$ cat src/rtl/clk_toggle_gen.sv
// Multi-channel programmable clock divider: each channel generates a square wave,
// a periodic strobe or a one-shot strobe from a divide-by-(div+1) down-counter.

module clk_toggle_chan #(
  parameter int DIV_W = 8
) (
  input  logic             clk,
  input  logic             rst_n,
  input  logic             i_clr,
  input  logic             i_wr,
  input  logic             i_ena,
  input  logic [DIV_W-1:0] i_div,
  input  logic [1:0]       i_mode,
  output logic             o_tog,
  output logic             o_pls,
  output logic             o_run
);

  localparam logic [1:0] MODE_OFF     = 2'd0;
  localparam logic [1:0] MODE_TOGGLE  = 2'd1;
  localparam logic [1:0] MODE_PULSE   = 2'd2;
  localparam logic [1:0] MODE_ONESHOT = 2'd3;

  logic [DIV_W-1:0] r_cnt;
  logic [DIV_W-1:0] r_div;
  logic [1:0]       r_mode;
  logic             r_tog;
  logic             r_pls;
  logic             r_run;

  logic [DIV_W-1:0] w_cnt_nxt;
  logic [DIV_W-1:0] w_div_nxt;
  logic [1:0]       w_mode_nxt;
  logic             w_tog_nxt;
  logic             w_pls_nxt;

  // Next-state: clear beats write, write beats counting (and discards any due event).
  always_comb begin
    w_cnt_nxt  = r_cnt;
    w_div_nxt  = r_div;
    w_mode_nxt = r_mode;
    w_tog_nxt  = r_tog;
    w_pls_nxt  = 1'b0;
    if (i_clr) begin
      w_cnt_nxt = r_div;
      w_tog_nxt = 1'b0;
    end else if (i_wr) begin
      w_div_nxt  = i_div;
      w_cnt_nxt  = i_div;
      w_mode_nxt = i_mode;
      w_tog_nxt  = 1'b0;
    end else if (!i_ena) begin
      w_pls_nxt = 1'b0;
    end else if (r_mode == MODE_OFF) begin
      w_tog_nxt = 1'b0;
    end else if (r_cnt != {DIV_W{1'b0}}) begin
      w_cnt_nxt = r_cnt - DIV_W'(1);
    end else begin
      w_cnt_nxt = r_div;
      case (r_mode)
        MODE_TOGGLE:  w_tog_nxt = ~r_tog;
        MODE_PULSE:   w_pls_nxt = 1'b1;
        MODE_ONESHOT: begin
          w_pls_nxt  = 1'b1;
          w_mode_nxt = MODE_OFF;
        end
        default:      w_pls_nxt = 1'b0;
      endcase
    end
  end

  // Channel state registers; running tracks the next mode so a one-shot drops it on its firing edge.
  always_ff @(posedge clk or negedge rst_n) begin
    if (!rst_n) begin
      r_cnt  <= {DIV_W{1'b0}};
      r_div  <= {DIV_W{1'b0}};
      r_mode <= MODE_OFF;
      r_tog  <= 1'b0;
      r_pls  <= 1'b0;
      r_run  <= 1'b0;
    end else begin
      r_cnt  <= w_cnt_nxt;
      r_div  <= w_div_nxt;
      r_mode <= w_mode_nxt;
      r_tog  <= w_tog_nxt;
      r_pls  <= w_pls_nxt;
      r_run  <= (w_mode_nxt != MODE_OFF);
    end
  end

  assign o_tog = r_tog;
  assign o_pls = r_pls;
  assign o_run = r_run;

endmodule

module clk_toggle_gen #(
  parameter int CHANNELS = 4,
  parameter int DIV_W    = 8,
  parameter int SEL_W    = 2
) (
  input  logic                clk,
  input  logic                rst_n,
  input  logic                ena,
  input  logic                sync_clr,
  input  logic                cfg_we,
  input  logic [SEL_W-1:0]    cfg_sel,
  input  logic [DIV_W-1:0]    cfg_div,
  input  logic [1:0]          cfg_mode,
  output logic [CHANNELS-1:0] tog_out,
  output logic [CHANNELS-1:0] pulse_out,
  output logic [CHANNELS-1:0] running
);

  logic                w_sel_ok;
  logic [CHANNELS-1:0] w_wr;

  // Out-of-range selects must not alias onto a real channel.
  assign w_sel_ok = (32'(cfg_sel) < 32'(CHANNELS));

  for (genvar g = 0; g < CHANNELS; g++) begin : g_chan
    assign w_wr[g] = cfg_we & w_sel_ok & (32'(cfg_sel) == 32'(g));

    clk_toggle_chan #(
      .DIV_W (DIV_W)
    ) u_chan (
      .clk    (clk),
      .rst_n  (rst_n),
      .i_clr  (sync_clr),
      .i_wr   (w_wr[g]),
      .i_ena  (ena),
      .i_div  (cfg_div),
      .i_mode (cfg_mode),
      .o_tog  (tog_out[g]),
      .o_pls  (pulse_out[g]),
      .o_run  (running[g])
    );
  end

endmodule

$ cat config.mk
export PLATFORM = sky130hd
export DESIGN_NAME = clk_toggle_gen
export DESIGN_NICKNAME = d
export VERILOG_FILES = /design/src/rtl/clk_toggle_gen.sv
export SDC_FILE = /design/constraint.sdc
export NUM_CORES = 1
export LEC_CHECK = 0
export CAP_MARGIN = 20
export CORE_MARGIN = 4
export CORE_UTILIZATION = 62
export CTS_BUF_LIST = sky130_fd_sc_hd__clkbuf_2 sky130_fd_sc_hd__clkbuf_4 sky130_fd_sc_hd__clkbuf_8
export DETAILED_ROUTE_END_ITERATION = 10
export PLACE_DENSITY = 0.84
export SLEW_MARGIN = 0
export SYNTH_ARGS = -nofsm -noshare
export SYNTH_HDL_FRONTEND = slang
export SYNTH_SLANG_ARGS = --single-unit
$ cat constraint.sdc
create_clock -name clk -period 2.9 [get_ports clk]
set_clock_uncertainty 0.05 [all_clocks]
set_input_delay 0.58 -clock clk [delete_from_list [all_inputs] [get_ports clk]]
set_output_delay 0.58 -clock clk [all_outputs]
set_load 0.005 [all_outputs]
==> flow_summary.yaml <==
sta:
  slew_violations: 0
  tightest_slew_ps: 679
  fin_crit_ps: 2410
  setup_viol: 0
  rsz0062_at_grt: "false"
  finalHoldViolations: 0
  relSlewSlack_pct: 54.7
  fin_setup_tns_ps: 0
  fmax_mhz: 415
  fin_crit_sh_pct: 83.1
synth:
  synthFlopType: "dfrtp_1"
  synthCells: 528
  syn_nets: 549
  netlist_area_um2: 5000
  async_flop_share_pct: 100
  synthDistinctLibCells: 69
  ys_ff_latch: 84
  synth.yosys.seq_area_share_pct: 42.1
  synth_edf_count: 0
  yosys_warnings: 0
  syn_avg_cell_area_um2: 9.46
cells_and_area:
  layout_commonest_cell: "dfrtp_1"
  diodes: 0
  final_nets: 566
  layout_common_cells: "dfrtp_1 (84), nand2_1 (44), o21ai_0 (33)"
  area_delta_synth_final_pct: 11.2
  drive_above_1_share_pct: 15.1
  fin_area_um2: 5560
global_route:
  grt_util_met1_pct: 37.2
  grt-busiest-layer: "met2"
  track_usage_pct: 27.0
  grt_overflow: 0
  grt_pass1_vias: 4187
  grt_first_pass_wirelength_um: 21100
  grt_use_met3_pct: 4.14
  grt_max_degree: 52
  use_met2_pct: 43.4
  antenna_found_initial: 0
routing:
  drtPass1Iterations: 5
  vias: 4483
  drc_errors: 0
  drt-wirelength-per-cell_um: 19.8
  drt_iter0_drc: 282
  wl_um: 12900
  ant_nets: 0
  routed_via_density: 6.90
floorplan:
  die-area_um2: 9560
  rows: 32
  core_area_um2: 7770
  die_w_um: 97.8
  io_pins: 29
  fp.dieH_um: 97.8
  start_util_pct: 64.3
clocking:
  cts_resized: 0
  cts.clk_slew.worst_paths_ps: 80
  cts.path.max_buffers: 2
  clock_latency_ps: 360
  cts.htree.levels: 3
  clkSinkCount: 84
  cts_tree: "done"
  cts_root_buffer: "clkbuf_8"
  cts_hold_buf: 0
  post_cts_buffers: 0
  cts_buffers: 9
pwr:
  p_per_area_nw_per_um2: 633
  ir_drop_uv: 425
  power.leakage_nw: 2.26
  p_total_w: 0.00352
critical_path:
  critPathRequiredTime_ps: 3100
  cp.arrival_ps: 2610
  criticalPathCategory: "reg -> reg"
  start_kind: "flip-flop"
  r2r_start: "g_chan[3].u_chan.r_cnt[0]"
  end_kind: "flip-flop"
  crit_fanout: 9
  crit_start: "g_chan[3].u_chan.r_cnt[0]"
placed_design:
  gp_congestion: 0.906
  portBuffers: 28
  hpwlAfterDp_um: 8950
  dpl_cell_area_um2: 5380
outcome:
  status: "complete, no violations"
flow_run:
  drv_cap: 0
min_path:
  worstHoldPathType: "in -> async"
## cell usage after synthesis, types with 6 or more instances
cell type	count	area (µm²)
nor3_1	23	115
inv_1	18	67.6
a22oi_1	6	45.0
nor3b_1	7	52.6
clkbuf_1	25	93.8
nand2b_1	6	37.5
nand2_1	44	165
buf_4	12	90.1
nor2_1	28	105
nand3_1	11	55.1
mux2_2	32	360
a21oi_1	28	140
mux2i_1	9	90.1
a31oi_1	8	50.1
dfrtp_1	84	2100
xor2_1	8	70.1
o21ai_0	33	165
a211oi_1	9	67.6
or4_1	8	60.1
nor4_1	9	56.3
o311ai_0	6	52.6
o211ai_1	13	97.6
## worst paths after layout
| path | cells past startpoint | slack (ps) | to |
|---|---|---|---|
| min in group clk | 1 | 460 | g_chan[2].u_chan.r_cnt[5] |
| hold / removal | 1 | 200 | g_chan[3].u_chan.r_cnt[7] |
| hold reg to reg | 1 | 460 | g_chan[2].u_chan.r_cnt[5] |
| setup / recovery | 6 | 490 | g_chan[3].u_chan.r_cnt[5] |
| setup reg to reg | 6 | 490 | g_chan[3].u_chan.r_cnt[5] |
| max in group asynchronous | 2 | 1970 | g_chan[2].u_chan.o_pls |
## sequential cells by signal (all words and copies together), names as in the netlist
signal	flops
g_chan.u_chan.o_tog	4
g_chan.u_chan.r_mode	8
g_chan.u_chan.o_run	4
g_chan.u_chan.o_pls	4
g_chan.u_chan.r_div	32
g_chan.u_chan.r_cnt	32
## stage by stage
step                hold WS (ps)  setup slack, ps  instances  util [%]
floorplan                    234              734        528         -
global placement             433              338        636      69.2
detailed placement           442              285        636      69.2
CTS                          222              521        650      71.6
global route                 245              392        650      71.6
finish                       203              490        650      71.6
## where the power goes
group | total (W) | switching, W | internal, W
combinational | 0.00100 | 0.000502 | 0.000499
clock | 0.000792 | 0.000410 | 0.000382
sequential | 0.00173 | 0.000308 | 0.00142
total | 0.00352 | 0.00122 | 0.00230
## layer usage
| layer | vias up | part of all wire [%] |
|---|---|---|
| met5 | - | 0 |
| met4 | 0 | 2.2 |
| met3 | 33 | 8.0 |
| met2 | 241 | 49 |
| met1 | 2197 | 41 |
| li1 | 2012 | - |
## cell type report
type,instances,area (µm²)
Clock inverter,1,7.51
Sequential cell,84,2100
Clock buffer,13,173
Timing Repair Buffer,51,475
Fill cell,600,2210
Inverter,18,67.6
Multi-Input combinational cell,381,2610
Tap cell,102,128
## worst max-delay path: stages (launching register included)
cell     delay, ps
dfrtp_1        440
inv_1          110
ha_1           250
or3b_2         540
or2_1          360
nor2b_1        190
a221o_1        350
## cells by family after synthesis
logic type,Yosys count,share of synthesized area [%]
AO/OA/AOI/OAI,162,22.4
XOR/XNOR,11,1.93
flip-flops,84,42.1
adder cells (fa/ha/maj),4,1.00
AND/OR/NAND/NOR,163,17.5
buffers and inverters,63,6.06
multiplexers,41,9.01
Note: power is estimated with default switching activity, not from simulation.
